`config.mk`:
```
export PLATFORM = sky130hd
export DESIGN_NAME = flappy_score_unit
export DESIGN_NICKNAME = d
export VERILOG_FILES = /design/src/rtl/flappy_pkg.sv /design/src/rtl/seg7_digit.sv /design/src/rtl/flappy_score_unit.sv
export SDC_FILE = /design/constraint.sdc
export NUM_CORES = 1
export LEC_CHECK = 0
export CORE_MARGIN = 5
export CORE_UTILIZATION = 45
export DETAILED_ROUTE_END_ITERATION = 10
export HOLD_SLACK_MARGIN = 0.08
export PLACE_DENSITY = 0.82
export SYNTH_ARGS = -nofsm -noshare
export SYNTH_HDL_FRONTEND = slang
export SYNTH_SLANG_ARGS = --single-unit
```
`constraint.sdc`:
```
create_clock -name clk -period 6.5 [get_ports clk]
set_input_delay 1.95 -clock clk [delete_from_list [all_inputs] [get_ports clk]]
set_output_delay 1.95 -clock clk [all_outputs]
set_load 0.005 [all_outputs]
```
`src/rtl/flappy_pkg.sv`:
```
// Shared constants for the Flappy Bird game-status logic: coordinate width,
// screen geometry and the active-low seven-segment digit patterns.
package flappy_pkg;

    localparam int COORD_W  = 11;
    localparam int SCREEN_W = 640;
    localparam int SCREEN_H = 480;

    // Element i holds the {g,f,e,d,c,b,a} pattern for digit i.
    localparam logic [9:0][6:0] SEG7_DIGITS = {
        7'b0010000, 7'b0000000, 7'b1111000, 7'b0000010, 7'b0010010,
        7'b0011001, 7'b0110000, 7'b0100100, 7'b1111001, 7'b1000000
    };

    localparam logic [6:0] SEG7_BLANK = 7'b1111111;

endpackage

```
`src/rtl/seg7_digit.sv`:
```
// One BCD digit to active-low seven-segment pattern; non-decimal codes blank.
module seg7_digit
    import flappy_pkg::*;
(
    input  logic [3:0] bcd,
    output logic [6:0] seg
);

    always_comb begin
        seg = SEG7_BLANK;
        if (bcd <= 4'd9) begin
            seg = SEG7_DIGITS[bcd];
        end
    end

endmodule

```
`src/rtl/flappy_score_unit.sv`:
```
// Game-status block: gap-length LFSR, bird/pipe/floor collision, pass-counting
// score with saturation, and a two-digit decimal score display.
module flappy_score_unit #(
    parameter int BIRD_W    = 20,
    parameter int SCREEN_H  = flappy_pkg::SCREEN_H,
    parameter int MAX_SCORE = 99
) (
    input  logic        clk,
    input  logic        reset,
    input  logic [10:0] pipe1_x,
    input  logic [10:0] pipe2_x,
    input  logic [10:0] pipe3_x,
    input  logic [10:0] pipe1_y0,
    input  logic [10:0] pipe2_y0,
    input  logic [10:0] pipe3_y0,
    input  logic [10:0] pipe1_y1,
    input  logic [10:0] pipe2_y1,
    input  logic [10:0] pipe3_y1,
    input  logic [10:0] bird_x,
    input  logic [10:0] bird_y0,
    input  logic [10:0] bird_y1,
    output logic [9:0]  pipe_length,
    output logic [6:0]  score,
    output logic        game_over,
    output logic [6:0]  HEX0,
    output logic [6:0]  HEX1
);
    import flappy_pkg::*;

    // One extra bit so bird_x + BIRD_W - 1 cannot wrap near the right edge.
    localparam int XW = COORD_W + 1;

    logic [9:0]  lfsr_q, lfsr_d;
    logic [6:0]  score_q, score_d;
    logic        game_over_q, game_over_d;
    logic        armed_q, armed_d;
    logic [10:0] prev_x_q [3];
    logic [10:0] prev_x_d [3];

    logic [10:0]   pipe_x  [3];
    logic [10:0]   pipe_y0 [3];
    logic [10:0]   pipe_y1 [3];
    logic [2:0]    hit, pass;
    logic          floor_hit, collide;
    logic [1:0]    pass_cnt;
    logic [7:0]    score_sum;
    logic [XW-1:0] bird_left, bird_right;
    logic [3:0]    tens, ones;

    always_comb begin
        pipe_x[0]  = pipe1_x;
        pipe_x[1]  = pipe2_x;
        pipe_x[2]  = pipe3_x;
        pipe_y0[0] = pipe1_y0;
        pipe_y0[1] = pipe2_y0;
        pipe_y0[2] = pipe3_y0;
        pipe_y1[0] = pipe1_y1;
        pipe_y1[1] = pipe2_y1;
        pipe_y1[2] = pipe3_y1;
    end

    always_comb begin
        hit        = '0;
        pass       = '0;
        bird_left  = XW'(bird_x);
        bird_right = XW'(bird_x) + XW'(BIRD_W - 1);
        floor_hit  = XW'(bird_y1) >= XW'(SCREEN_H);
        for (int i = 0; i < 3; i++) begin
            hit[i]  = (XW'(pipe_x[i]) >= bird_left) && (XW'(pipe_x[i]) <= bird_right) &&
                      ((bird_y0 < pipe_y0[i]) || (bird_y1 > pipe_y1[i]));
            pass[i] = armed_q && (prev_x_q[i] >= bird_x) && (pipe_x[i] < bird_x);
        end
        collide  = (|hit) || floor_hit;
        pass_cnt = 2'(pass[0]) + 2'(pass[1]) + 2'(pass[2]);
    end

    always_comb begin
        lfsr_d      = {lfsr_q[8:0], ~(lfsr_q[9] ^ lfsr_q[6])};
        armed_d     = 1'b1;
        game_over_d = game_over_q | collide;
        score_sum   = 8'(score_q) + 8'(pass_cnt);
        score_d     = score_q;
        // A collision in the same cycle as a pass freezes the score.
        if (!game_over_q && !collide) begin
            score_d = (score_sum > 8'(MAX_SCORE)) ? 7'(MAX_SCORE) : score_sum[6:0];
        end
        for (int i = 0; i < 3; i++) begin
            prev_x_d[i] = pipe_x[i];
        end
    end

    always_ff @(posedge clk) begin
        if (!reset) begin
            lfsr_q      <= '0;
            score_q     <= '0;
            game_over_q <= 1'b0;
            armed_q     <= 1'b0;
            for (int i = 0; i < 3; i++) begin
                prev_x_q[i] <= '0;
            end
        end else begin
            lfsr_q      <= lfsr_d;
            score_q     <= score_d;
            game_over_q <= game_over_d;
            armed_q     <= armed_d;
            for (int i = 0; i < 3; i++) begin
                prev_x_q[i] <= prev_x_d[i];
            end
        end
    end

    assign tens = 4'(score_q / 7'd10);
    assign ones = 4'(score_q % 7'd10);

    seg7_digit u_seg_ones (.bcd(ones), .seg(HEX0));
    seg7_digit u_seg_tens (.bcd(tens), .seg(HEX1));

    assign pipe_length = lfsr_q;
    assign score       = score_q;
    assign game_over   = game_over_q;

endmodule

```
==> results of run 1 <==
[cell families (layout without fill, tap and decap cells)]
group / after synthesis / after routing / share of synthesized area
DFF: 52 / 52 / 0.158
adders and majority gates: 179 / 179 / 0.342
muxes: 2 / 2 / 0.00323
xor gates and xnor gates: 12 / 12 / 0.0171
and+or+nand+nor: 219 / 219 / 0.182
buffers and inverters: 122 / 283 / 0.0814
AOI/OAI and AO/OA: 205 / 205 / 0.216
[registers in the layout, summed over array words and instances, names as in the netlist]
register     count
game_over        1
score            7
armed_q          1
pipe_length     10
prev_x_q        33
[routing by layer]
layer,global-route usage,share of wire
met1,0.267,0.44
met2,0.382,0.48
met3,0.0264,0.054
met4,0.0563,0.026
met5,0,0
[synth_stat cells (12+ instances only)]
| cell | count | area, um2 |
|---|---|---|
| a21o_1 | 14 | 105 |
| o21a_1 | 15 | 113 |
| nor2_1 | 40 | 150 |
| a21oi_1 | 46 | 230 |
| o21ai_0 | 46 | 230 |
| nor2b_1 | 14 | 87.6 |
| inv_1 | 96 | 360 |
| nand3_1 | 19 | 95.1 |
| nor3_1 | 15 | 75.1 |
| ha_1 | 177 | 2210 |
| nand4_1 | 19 | 119 |
| and2_1 | 40 | 250 |
| nand2_1 | 29 | 109 |
| dfxtp_1 | 52 | 1040 |
| nand2b_1 | 12 | 75.1 |
[layout by cell type (no fill, tap or decap), types with 3 or more instances in the layout]
cell	count
o22ai_1	8
dfxtp_1	49
a211oi_1	11
nand3_1	19
buf_4	14
a21o_1	14
nand2_1	29
nor4_1	3
a2111oi_2	4
a2111oi_0	3
o21ai_0	46
inv_1	96
nand4b_1	3
and2_1	40
dfxtp_2	3
nor3_1	15
and4_1	4
o21ai_1	5
clkdlybuf4s50_1	165
ha_1	176
nor2b_1	14
xnor2_1	9
clkbuf_16	5
and3_1	6
a21oi_1	46
o32ai_1	3
o211ai_1	11
a211o_1	4
nand4_1	19
or3_1	3
o21a_1	15
o2111ai_1	4
nor2_1	39
nand2b_1	12
o311a_1	3
a31oi_1	5
[stage by stage]
step / std cells / utilization / power, mW / hold slack [ns]
after global placement: 1128 / 0.582 / 0.767 / 0.438
after detailed placement: 1128 / 0.582 / 0.780 / 0.448
final: 1136 / 0.596 / 1.11 / 0.461
after floorplan: 791 / - / 0.594 / 0.436
after global routing: 1136 / 0.596 / 1.18 / 0.473
after CTS: 1136 / 0.595 / 1.11 / 0.465
[final cells by class]
| class | instances | share of cell area |
|---|---|---|
| tap | 184 | 0.0268 |
| sequential | 52 | 0.122 |
| clock buffer | 7 | 0.0178 |
| clock inverter | 1 | 0.00349 |
| timing repair buffer | 179 | 0.204 |
| multi-input combinational | 617 | 0.584 |
| inverter | 96 | 0.0419 |
[final timing paths]
check | startpoint | to | depth (start not counted)
max | score[2]$_SDFFE_PN0P_ | HEX0[3] | 15
min | pipe_length[5]$_SDFF_PN0_ | pipe_length[6]$_SDFF_PN0_ | 1
max reg2reg | prev_x_q[0][1]$_SDFF_PN0_ | score[1]$_SDFFE_PN0P_ | 22
min reg2reg | pipe_length[5]$_SDFF_PN0_ | pipe_length[6]$_SDFF_PN0_ | 1
[power groups by stage]
stage / clock [mW] / combinational, mW / sequential (mW)
finish: 0.329 / 0.438 / 0.342
floorplan: 0 / 0.248 / 0.346
global placement: 0 / 0.418 / 0.349
CTS: 0.331 / 0.435 / 0.342
detailed placement: 0 / 0.431 / 0.349
global route: 0.341 / 0.493 / 0.343
[timing repair]
action,4_1_cts,5_1_grt
hold buffers,0,0
setup endpoints to repair,0,9
gates resized for setup,0,5
==> flow_metrics.py, run 1 <==
metrics = {
    "timing": {
        "worstMarginPinSlew_ns": 0.955,
        "setup_viol": 0,
        "finalCritPeriodShare": 0.953,
        "setup_ws_ns": 0.306,
        "slew-limit-headroom": 0.356,
        "max_freq_mhz": 161,
        "skew_ns": 0.00388,
        "tns_ns": 0,
        "min_period_ns": 6.19,
        "hold_violations": 0,
        "drv_slew": 0,
    },
    "drt": {
        "drc": 0,
        "viasPerCell": 5.54,
        "vias": 6295,
        "drt-wirelength-per-cell_um": 16.3,
        "drt-initial-drc-count": 426,
        "ant_nets": 0,
        "wirelength_mm": 18.5,
        "drtPass1Iterations": 6,
    },
    "synth": {
        "ys_async_sr_fraction": 0,
        "synth_ff_type": "dfxtp_1",
        "syn_nets": 1104,
        "syn_inst": 791,
        "synth_cell_types": 70,
        "postSynthAreaPerCell_um2": 8.33,
        "synth-seq-area-share": 0.158,
        "synth-edff-count": 0,
        "netlist_area_um2": 6590,
        "synth_warnings": 0,
        "ys_ff_latch": 52,
    },
    "clock_tree": {
        "clock_latency_ns": 0.29,
        "clk_pin_slew_ns": 0.07,
        "clock_path_buffers": 2,
        "numCtsBuffers": 5,
        "cts_max_level": 2,
        "cts.sinks": 52,
        "postCtsSetupBuffers": 0,
        "cts_tree": "yes",
        "clockRootBuffer": "clkbuf_16",
    },
    "global_route": {
        "grt_max_degree": 49,
        "grt_overflow": 0,
        "grt_usage": 0.213,
        "grt_pass1_wl_mm": 29.5,
        "first_global_vias": 6168,
        "grt_antenna_before_repair": 0,
    },
    "place": {
        "placed_area_um2": 8400,
        "port_buffers": 165,
        "place_ws_ns": 0.0726,
        "hpwl_mm": 15.8,
        "gp_congestion": 0.932,
    },
    "cells_and_area": {
        "stdcell_area_um2": 8590,
        "nFillCells": 1287,
        "fin_nets": 1264,
        "diodes": 0,
        "multiInputGateArea_um2": 5020,
        "area.sequential_um2": 1040,
        "drive_above_1_share": 0.0504,
        "area_growth_pct": 30.4,
    },
    "power": {
        "p_comb_frac": 0.395,
        "p_seq_frac": 0.308,
        "ir_drop_uv": 108,
        "p_clk_frac": 0.296,
        "p_per_area_nw_per_um2": 129,
        "power_switching_mw": 0.347,
        "p_int_mw": 0.761,
        "p_leak_nw": 4.00,
        "switching_share": 0.313,
    },
    "critical_path": {
        "slowest_stage": "dfxtp_1",
        "path_common_cell": "inv_1",
        "arrival_ns": 4.24,
        "path_buf_inv": 3,
        "cpLargestDelayFamily": "compound AO/OA/AOI/OAI gates",
        "startpoint_type": "flip-flop",
        "worstSetupEndpointType": "primary output",
        "required_ns": 4.55,
        "cp_max_fo": 9,
        "slowest_delay_ns": 0.49,
        "rrSetupSlack_ns": 2.31,
        "critPathKind": "reg2out",
        "path_cells": "nor2_1 -> a32oi_1 -> nand2_2 -> xor2_2 -> ha_2 -> a21o_1 -> a21oi_1 -> a211o_1 -> a21oi_4 -> xnor2_1 -> inv_1 -> ha_1 -> inv_1 -> a221o_1 -> clkdlybuf4s50_1",
    },
    "floorplan": {
        "core-area_um2": 14400,
        "die_width_um": 131,
        "start_util": 0.457,
        "rows": 44,
        "io-pin-count": 166,
        "dieHeight_um": 131,
        "die_area_um2": 17200,
    },
    "min_path": {
        "hold_class": "reg2reg",
    },
    "run": {
        "drv_cap": 0,
    },
    "outcome": {
        "status": "finished clean",
    },
}
Note: power is estimated with default switching activity, not from simulation.
==> inputs of run 2 (changes only) <==
Settings changed: CAP_MARGIN from default to 20.
==> results of run 2 <==
Same layout as run 1: the final DEF is identical, and so are final timing and power.
